[config.mk]
export PLATFORM = sky130hd
export DESIGN_NAME = seg_display_ctrl
export DESIGN_NICKNAME = d
export VERILOG_FILES = /design/src/rtl/seg_display_ctrl.sv
export SDC_FILE = /design/constraint.sdc
export NUM_CORES = 1
export LEC_CHECK = 0
export ABC_AREA = 0
export CAP_MARGIN = 10
export CORE_UTILIZATION = 51
export CTS_CLUSTER_DIAMETER = 40
export CTS_CLUSTER_SIZE = 28
export DETAILED_ROUTE_END_ITERATION = 10
export HOLD_SLACK_MARGIN = 0.12
export PLACE_DENSITY_LB_ADDON = 0.2
export RECOVER_POWER = 50
export REMOVE_ABC_BUFFERS = 1
export SYNTH_ARGS = -nofsm -noshare
export SYNTH_HDL_FRONTEND = slang
export SYNTH_SLANG_ARGS = --single-unit
[constraint.sdc]
create_clock -name clk -period 5.7 [get_ports clk]
set_input_delay 1.14 -clock clk [delete_from_list [all_inputs] [get_ports clk]]
set_output_delay 1.14 -clock clk [all_outputs]
set_load 0.005 [all_outputs]
[src/rtl/seg_display_ctrl.sv]
// seg_display_ctrl
// Multiplexed N-digit 7-segment display controller. Scans hex digits onto a
// shared active-low segment bus with decimal points, leading-zero blanking,
// per-digit blink, PWM brightness and an anti-ghost guard at the start of
// each digit slot. New content is captured into pending registers on load and
// only becomes visible at a frame boundary, so a frame never shows a mix of
// old and new values.

module seg_display_ctrl #(
  parameter int NUM_DIGITS       = 4,
  parameter int REFRESH_OVERFLOW = 2**19-1,
  parameter int GUARD_CYCLES     = 16,
  parameter int BRIGHT_BITS      = 4,
  parameter int BLINK_OVERFLOW   = 2**24-1
) (
  input  logic                   clk,
  input  logic                   reset,
  input  logic                   load,
  input  logic [3:0]             number [NUM_DIGITS],
  input  logic [NUM_DIGITS-1:0]  dp,
  input  logic [NUM_DIGITS-1:0]  blink_en,
  input  logic                   blank_lz,
  input  logic [BRIGHT_BITS-1:0] brightness,
  output logic [NUM_DIGITS-1:0]  digit_select,
  output logic [6:0]             led_select,
  output logic                   dp_n,
  output logic                   frame_start
);

  localparam int REFRESH_W = $clog2(REFRESH_OVERFLOW + 1);
  localparam int IDX_W     = $clog2(NUM_DIGITS);
  localparam int BLINK_W   = $clog2(BLINK_OVERFLOW + 1);

  localparam logic [REFRESH_W-1:0] REFRESH_LAST = REFRESH_W'(REFRESH_OVERFLOW);
  localparam logic [REFRESH_W-1:0] GUARD_LIMIT  = REFRESH_W'(GUARD_CYCLES);
  localparam logic [IDX_W-1:0]     IDX_LAST     = IDX_W'(NUM_DIGITS - 1);
  localparam logic [BLINK_W-1:0]   BLINK_LAST   = BLINK_W'(BLINK_OVERFLOW);

  // Scan and timing counters
  logic [REFRESH_W-1:0]   refresh_cnt;
  logic [IDX_W-1:0]       idx;
  logic [BRIGHT_BITS-1:0] pwm_cnt;
  logic [BLINK_W-1:0]     blink_cnt;
  logic                   blink_phase;

  // Content currently being shown
  logic [3:0]             active_num [NUM_DIGITS];
  logic [NUM_DIGITS-1:0]  active_dp;
  logic [NUM_DIGITS-1:0]  active_blink;
  logic                   active_blank_lz;

  // Content waiting for the next frame boundary
  logic [3:0]             pending_num [NUM_DIGITS];
  logic [NUM_DIGITS-1:0]  pending_dp;
  logic [NUM_DIGITS-1:0]  pending_blink;
  logic                   pending_blank_lz;
  logic                   pending_valid;

  // Next-state values of the registered outputs
  logic                   frame_end;
  logic [NUM_DIGITS-1:0]  upper_zero;
  logic [3:0]             cur_digit;
  logic                   lit;
  logic                   lz;
  logic [NUM_DIGITS-1:0]  anode_next;
  logic [6:0]             seg_next;
  logic                   dp_next;
  logic                   frame_start_next;

  // Active-low hex digit to {g,f,e,d,c,b,a} segment pattern
  function automatic logic [6:0] hex_to_seg(input logic [3:0] value);
    logic [6:0] seg;
    case (value)
      4'h0: seg = 7'h40;
      4'h1: seg = 7'h79;
      4'h2: seg = 7'h24;
      4'h3: seg = 7'h30;
      4'h4: seg = 7'h19;
      4'h5: seg = 7'h12;
      4'h6: seg = 7'h02;
      4'h7: seg = 7'h78;
      4'h8: seg = 7'h00;
      4'h9: seg = 7'h10;
      4'hA: seg = 7'h08;
      4'hB: seg = 7'h03;
      4'hC: seg = 7'h46;
      4'hD: seg = 7'h21;
      4'hE: seg = 7'h06;
      default: seg = 7'h0E;
    endcase
    return seg;
  endfunction

  assign frame_end = (idx == IDX_LAST) && (refresh_cnt == REFRESH_LAST);

  // Slot timer, digit index, free-running PWM ramp and blink timebase
  always_ff @(posedge clk) begin
    if (reset) begin
      refresh_cnt <= '0;
      idx         <= '0;
      pwm_cnt     <= '0;
      blink_cnt   <= '0;
      blink_phase <= 1'b0;
    end else begin
      pwm_cnt <= pwm_cnt + 1'b1;
      if (refresh_cnt == REFRESH_LAST) begin
        refresh_cnt <= '0;
        idx         <= (idx == IDX_LAST) ? '0 : idx + 1'b1;
      end else begin
        refresh_cnt <= refresh_cnt + 1'b1;
      end
      if (blink_cnt == BLINK_LAST) begin
        blink_cnt   <= '0;
        blink_phase <= ~blink_phase;
      end else begin
        blink_cnt <= blink_cnt + 1'b1;
      end
    end
  end

  // Capture loads into pending and promote them to active only at frame end;
  // a load landing on the frame-end cycle itself goes straight to active
  always_ff @(posedge clk) begin
    if (reset) begin
      active_num       <= '{default: '0};
      active_dp        <= '0;
      active_blink     <= '0;
      active_blank_lz  <= 1'b0;
      pending_num      <= '{default: '0};
      pending_dp       <= '0;
      pending_blink    <= '0;
      pending_blank_lz <= 1'b0;
      pending_valid    <= 1'b0;
    end else if (frame_end && load) begin
      active_num      <= number;
      active_dp       <= dp;
      active_blink    <= blink_en;
      active_blank_lz <= blank_lz;
      pending_valid   <= 1'b0;
    end else if (load) begin
      pending_num      <= number;
      pending_dp       <= dp;
      pending_blink    <= blink_en;
      pending_blank_lz <= blank_lz;
      pending_valid    <= 1'b1;
    end else if (frame_end && pending_valid) begin
      active_num      <= pending_num;
      active_dp       <= pending_dp;
      active_blink    <= pending_blink;
      active_blank_lz <= pending_blank_lz;
      pending_valid   <= 1'b0;
    end
  end

  // upper_zero[k] is set when digit k and every more-significant digit are zero
  always_comb begin
    logic all_zero;
    all_zero   = 1'b1;
    upper_zero = '0;
    for (int k = NUM_DIGITS - 1; k >= 0; k--) begin
      all_zero      = all_zero && (active_num[k] == 4'h0);
      upper_zero[k] = all_zero;
    end
  end

  // Decide what the current slot drives: anode gating, segments, dp and frame marker
  always_comb begin
    cur_digit        = active_num[idx];
    lit              = (refresh_cnt >= GUARD_LIMIT) &&
                       (pwm_cnt < brightness) &&
                       !(active_blink[idx] && blink_phase);
    lz               = active_blank_lz && (idx != '0) && upper_zero[idx];
    anode_next       = ~({{(NUM_DIGITS-1){1'b0}}, lit} << idx);
    seg_next         = lz ? 7'h7F : hex_to_seg(cur_digit);
    dp_next          = ~active_dp[idx];
    frame_start_next = (idx == '0) && (refresh_cnt == '0);
  end

  // Register every output so the pins never see combinational glitches
  always_ff @(posedge clk) begin
    if (reset) begin
      digit_select <= '1;
      led_select   <= 7'h7F;
      dp_n         <= 1'b1;
      frame_start  <= 1'b0;
    end else begin
      digit_select <= anode_next;
      led_select   <= seg_next;
      dp_n         <= dp_next;
      frame_start  <= frame_start_next;
    end
  end

endmodule
==> results of run 1 <==
routing by layer:
| metal | routed length [microns] | track usage (%) | up-vias | part of all wire [%] |
|---|---|---|---|---|
| met4 | 275 | 10.6 | 0 | 2.2 |
| met2 | 6060 | 38.9 | 91 | 48 |
| met3 | 479 | 5.59 | 22 | 3.8 |
| met1 | 5770 | 29.3 | 2129 | 46 |
| li1 | - | - | 2281 | - |
| met5 | 0 | 0 | - | 0 |
worst max-delay path, delay by kind of cell:
family | cells | cell delay, ns
AOI/OAI and AO/OA | 1 | 0.27
buffers and inverters | 5 | 2.30
and+or+nand+nor | 1 | 0.11
metrics by stage:
step | hold slack (ns) | instance area [sq um] | total power (uW)
after CTS | 0.454 | 6700 | 2000
after floorplan | 0.425 | 5450 | 905
after global placement | 0.438 | 6130 | 955
after global routing | 0.478 | 6720 | 2050
after detailed placement | 0.446 | 6130 | 959
final | 0.456 | 6720 | 1980
logic make-up (layout without fill, tap and decap cells):
kind of cell,count (synthesis),in the layout
AOI/OAI and AO/OA,111,111
xor gates and xnor gates,27,27
and+or+nand+nor,231,231
DFF,114,114
muxes,42,42
buffers and inverters,78,127
adders and majority gates,15,15
worst min path at each step:
| stage | startpoint | end | slack (ns) | cells after the start |
|---|---|---|---|---|
| 2_1_floorplan | pwm_cnt[0] | pwm_cnt[0] | 0.43 | 1 |
| 3_3_place_gp | active_dp[3] | active_dp[3] | 0.44 | 2 |
| 3_5_place_dp | active_blink[3] | active_blink[3] | 0.45 | 2 |
| 4_1_cts | active_blink[3] | active_blink[3] | 0.45 | 2 |
| 5_1_grt | active_blink[3] | active_blink[3] | 0.48 | 2 |
| 6_report | active_blink[3] | active_blink[3] | 0.46 | 2 |
synthesized netlist by cell type (all sizes together) (4+ instances only):
cell type | number | area (sq um)
dfxtp | 114 | 2280
nand2 | 71 | 267
a21oi | 44 | 220
inv | 43 | 161
nor2 | 42 | 158
mux2i | 32 | 320
nor2b | 26 | 163
o32ai | 25 | 369
clkbuf | 24 | 90.1
nand3 | 17 | 90.1
xnor2 | 16 | 140
ha | 15 | 188
nand4 | 15 | 109
o21ai | 14 | 70.1
or3 | 13 | 86.3
xor2 | 11 | 96.3
buf | 10 | 61.3
nor3 | 10 | 50.1
or4 | 10 | 75.1
nor4 | 8 | 50.1
and4 | 7 | 61.3
o31ai | 7 | 57.6
mux2 | 5 | 56.3
mux4 | 5 | 113
and3 | 4 | 25.0
o221ai | 4 | 35.0
o311ai | 4 | 35.0
layout make-up:
class	instances	area, sq um
fillers	898	3790
multi-input cells	426	3010
clock buffers	21	439
well taps	136	170
flip-flops and latches	114	2280
repair buffers	52	513
inverters	44	165
clock inverters	10	135
sequential cells by signal (all words and copies together) (netlist names), 7 cells and up:
| name | cells |
|---|---|
| refresh_cnt | 19 |
| active_num | 16 |
| pending_num | 16 |
| blink_cnt | 24 |
| led_select | 7 |
layout by cell type (no fill, tap or decap), types with 3 or more instances in the layout:
cell type / Yosys / final
a21oi_1: 44 / 44
and3_1: 4 / 4
and4_1: 7 / 7
buf_4: 0 / 5
bufinv_16: 0 / 3
clkbuf_1: 24 / 5
clkbuf_16: 0 / 16
clkdlybuf4s50_1: 0 / 30
clkinv_2: 0 / 4
dfxtp_1: 114 / 114
dlygate4sd3_1: 0 / 14
ha_1: 15 / 15
inv_1: 43 / 43
mux2_2: 5 / 5
mux2i_1: 32 / 32
mux4_2: 5 / 5
nand2_1: 71 / 71
nand3_1: 16 / 17
nand4_1: 14 / 14
nor2_1: 42 / 42
nor2b_1: 26 / 26
nor3_1: 10 / 8
nor4_1: 8 / 8
o2111ai_1: 3 / 3
o211ai_1: 3 / 3
o21ai_0: 13 / 14
o221ai_1: 4 / 4
o311ai_0: 4 / 4
o31ai_1: 6 / 7
o32ai_1: 5 / 5
o32ai_2: 20 / 20
or2_2: 3 / 3
or3_1: 12 / 13
or4_1: 10 / 10
xnor2_1: 16 / 16
xor2_1: 11 / 11
power groups by stage:
stage	sequential (uW)	combinational (uW)	clock, uW
final	831	111	1040
after global routing	833	123	1090
after CTS	831	113	1050
after detailed placement	847	112	0
after global placement	846	108	0
after floorplan	844	60.8	0
==> flow_metrics.tcl, run 1 <==
set metrics [dict create \
    dpl.hpwl_microns 8420 \
    start_util_pct 53.3 \
    ys.flop_type "dfxtp_1" \
    path_common_cell "clkbuf_1" \
    ir_worst_vdd_v 0.000206 \
    min_path_type "reg2reg" \
    synthMuxAreaShare_pct 8.73 \
    switching_power_uw 434 \
    synthAdderAreaFrac_pct 3.35 \
    cp_slowest_cell "clkbuf_1" \
    area_growth_syn_to_layout_pct 19.8 \
    nets 702 \
    crit_type "in2reg" \
    drive_above_1_share_pct 10.6 \
    antenna_found_initial 0 \
    p_leak_uw 0.00235 \
    relSlewSlack_pct -12.9 \
    ctsLongestPathBuffers 2 \
    arrival_ns 3.84 \
    setup_viol 0 \
    synth_seq_cells 114 \
    htree_levels 4 \
    power_frac_seq_pct 42.0 \
    numCtsBuffers 17 \
    timing.final.crit_share_pct 60.7 \
    r2r-start "refresh_cnt[0]" \
    clock_sinks 114 \
    power.share.combinational_pct 5.6 \
    finalWeightedCongestion 0.798 \
    dieArea_sq_um 11400 \
    rr_worst_depth 5 \
    grt_pass1_vias 4423 \
    vias 4523 \
    async_flop_share_pct 0 \
    drtIter0Drc 187 \
    status "finished, violations left" \
    startpoint_type "primary input" \
    clk_latency_ns 0.53 \
    track_usage_pct 23.6 \
    setup.worst_path.end "blink_cnt[10]" \
    yosysSeqAreaShare_pct 40.7 \
    boundaryPins 45 \
    antenna_cells 0 \
    cap_violations 1 \
    failed_checks "max-capacitance violations, max-slew violations" \
    fmax_mhz 289 \
    rsz0062_at_grt "false" \
    switching_share_pct 22.0 \
    synth_compound_area_share_pct 16.1 \
    synth_xor_area_share_pct 4.22 \
    dr.pass1.iters 4 \
    avgSynthCellArea_sq_um 9.07 \
    end_kind "flop" \
    path_max_fanout 57 \
    synth-simple-area-share_pct 21.2 \
    remaining_drc_errors 0 \
    rrSetupSlack_ns 2.49 \
    io_buffer_count 44 \
    ant_nets 0 \
    vias_per_cell 5.63 \
    layout.cells.non_filler 803 \
    min_period_ns 3.46 \
    critPathLaunch "reset" \
    netlist_area_sq_um 5600 \
    fin_skew_ns 0.00815 \
    ys_types 49 \
    yosysWarnings 0 \
    internal_power_uw 1540 \
    worstPathCellList "dlygate4sd3_1, clkbuf_1, inv_1, buf_4, o31ai_1, clkbuf_1, nor2_1" \
    dp_cells 770 \
    grt_first_pass_wirelength_microns 21200 \
    cts-resized-gates 0 \
    design.core.area_sq_um 10500 \
    dieWidth_microns 107 \
    final_core_util_pct 63.9 \
    row_count 37 \
    grt.overflow.total 0 \
    r2r-end "refresh_cnt[11]" \
    setup_total_negative_slack_ns 0 \
    hold_buffers 0 \
    postCtsSetupRepairBufs 0 \
    detail_route.wl_per_cell_microns 15.7 \
    final_max_slew_viol_count 16 \
    cellPowerDensity_nw_per_um2 294 \
    synth_top_family_by_area "simple AND/OR/NAND/NOR gates" \
    wl_microns 12600 \
    cts-root-buf "clkbuf_8" \
    cp.required_ns 6.09 \
    report.final.hold_viol_count 0 \
    netlist_instances 618 \
    die_y_microns 107 \
    worst_slack_ns 2.24 \
    worst_pin_slew_ns 1.68 \
    cts_tree "done" \
    cpPeakStageDelay_ns 0.73 \
    pwr-share-clk_pct 52.4 \
    clk_pin_slew_ns 0.06 \
    place_worst_setup_slack_ns 1.69 \
    synth-edff-count 0 \
    grt_max_degree 58 \
]
(Power assumes the default switching activity.)
==> run 2, diff against run 1 <==
- clock period: 5.7 -> 2.9 ns (I/O delays scaled with it)
==> run 2 against run 1 <==
Compared with the run above:
- the run now ends clean
- combinational power rose by 99%
- sequential power rose by 96%
- total power rose by 91%
- via count is 0.95% higher
- first-iteration DRC count increased by 71%
- cell count up 0.62%
- clock power grew 86%
- critical path depth down 1
- routed wire length up 0.49%
- critical path type is now reg2reg
==> flow_metrics.tcl, run 2 (synthesis results as in run 1) <==
set metrics [dict create \
    grt.overflow.total 0 \
    cp.required_ns 3.33 \
    r2r-end "pending_blink[0]" \
    postCtsSetupRepairBufs 0 \
    grt_pass1_vias 4456 \
    pwr-share-clk_pct 51.0 \
    antenna_found_initial 0 \
    critPathLaunch "refresh_cnt[0]" \
    reg.largest.list "blink_cnt x24, refresh_cnt x19" \
    switching_share_pct 23.6 \
    timing.final.crit_share_pct 90.6 \
    arrival_ns 3.06 \
    largest_register_ffs 24 \
    row_count 37 \
    fmax_mhz 381 \
    grt_first_pass_wirelength_microns 21100 \
    boundaryPins 45 \
    dpl.hpwl_microns 8380 \
    cts-root-buf "clkbuf_8" \
    vias_per_cell 5.65 \
    power.share.combinational_pct 5.8 \
    remaining_drc_errors 0 \
    mostFrequentLayoutCell "dfxtp_1" \
    design.core.area_sq_um 10500 \
    finalWeightedCongestion 0.796 \
    power_frac_seq_pct 43.1 \
    clk_pin_slew_ns 0.06 \
    dr.pass1.iters 5 \
    drive_above_1_share_pct 11.8 \
    numCtsBuffers 17 \
    top_register "blink_cnt" \
    crit_type "reg2reg" \
    antenna_cells 0 \
    report.final.hold_viol_count 0 \
    area_growth_syn_to_layout_pct 19.8 \
    dp_cells 776 \
    min-delay-start "pending_blink[3]" \
    vias 4566 \
    nets 706 \
    dieArea_sq_um 11400 \
    path_max_fanout 25 \
    setup.worst_path.end "pending_blink[0]" \
    end_kind "flop" \
    place_worst_setup_slack_ns 0.379 \
    relSlewSlack_pct 34.4 \
    io_buffer_count 44 \
    worst_slack_ns 0.273 \
    ant_nets 0 \
    grt_max_degree 58 \
    ctsLongestPathBuffers 2 \
    cellPowerDensity_nw_per_um2 563 \
    p_leak_uw 0.00232 \
    htree_levels 4 \
    dieWidth_microns 107 \
    r2r-start "refresh_cnt[0]" \
    rr_worst_depth 6 \
    cap_violations 0 \
    wl_microns 12600 \
    die_y_microns 107 \
    detail_route.wl_per_cell_microns 15.6 \
    rrSetupSlack_ns 0.27 \
    clk_latency_ns 0.52 \
    internal_power_uw 2890 \
    track_usage_pct 23.7 \
    min_period_ns 2.63 \
    most-common-layout-cells "dfxtp_1, nand2_1, a21oi_1, inv_1, nor2_1" \
    setup_total_negative_slack_ns 0 \
    cts_tree "done" \
    setup_viol 0 \
    clock_sinks 114 \
    cts-resized-gates 0 \
    ir_worst_vdd_v 0.000488 \
    switching_power_uw 892 \
    hold_buffers 0 \
    fin_area_sq_um 6720 \
    startpoint_type "flop" \
    final_max_slew_viol_count 0 \
    layout.cells.non_filler 808 \
    min_path_type "reg2reg" \
    drtIter0Drc 319 \
    rsz0062_at_grt "false" \
    fin_skew_ns 0.00751 \
    power_uw 3780 \
    worst_pin_slew_ns 0.978 \
    status "finished clean" \
    placed_area_sq_um 6170 \
    start_util_pct 53.3 \
]
==> run 2: worst min path at each step <==
stage	to	depth (start not counted)
finish	pending_blink[3]	2
detailed placement	pending_blink[3]	2
global route	pending_blink[3]	2
global placement	blink_cnt[0]	1
CTS	pending_blink[3]	2
floorplan	pwm_cnt[0]	1
==> run 2: area by class of cell <==
cell class              instances  area (sq um)
flip-flops and latches        114          2280
inverters                      44           165
well taps                     136           170
multi-input cells             426          3030
clock inverters                12           109
fillers                       842          3790
clock buffers                  20           445
repair buffers                 56           517
==> run 2: metal layers <==
| layer | track usage, % | wire length [microns] |
|---|---|---|
| met5 | 0 | 0 |
| met1 | 28.8 | 5670 |
| met2 | 40.0 | 6230 |
| met4 | 9.39 | 164 |
| met3 | 6.32 | 578 |
==> run 2: power by group through the flow <==
stage          combinational [uW]  clock, uW  sequential, uW
5_1_grt                       246       2030            1640
2_1_floorplan                 119          0            1660
3_5_place_dp                  222          0            1660
6_report                      221       1930            1630
3_3_place_gp                  217          0            1660
4_1_cts                       226       1960            1630
==> run 2: worst max-delay path, cell delays in order (launching register included) <==
cell,delay (ns)
dfxtp_1,0.42
ha_1,0.23
nand3_2,0.18
or3_4,0.52
o31a_1,0.32
clkbuf_2,0.52
mux2i_1,0.34
==> run 2: per-stage QoR <==
step / hold slack (ns) / util [%]
after detailed placement: 0.448 / 58.8
after global routing: 0.475 / 63.9
final: 0.457 / 63.9
after CTS: 0.457 / 64.0
after global placement: 0.438 / 58.8
after floorplan: 0.425 / -
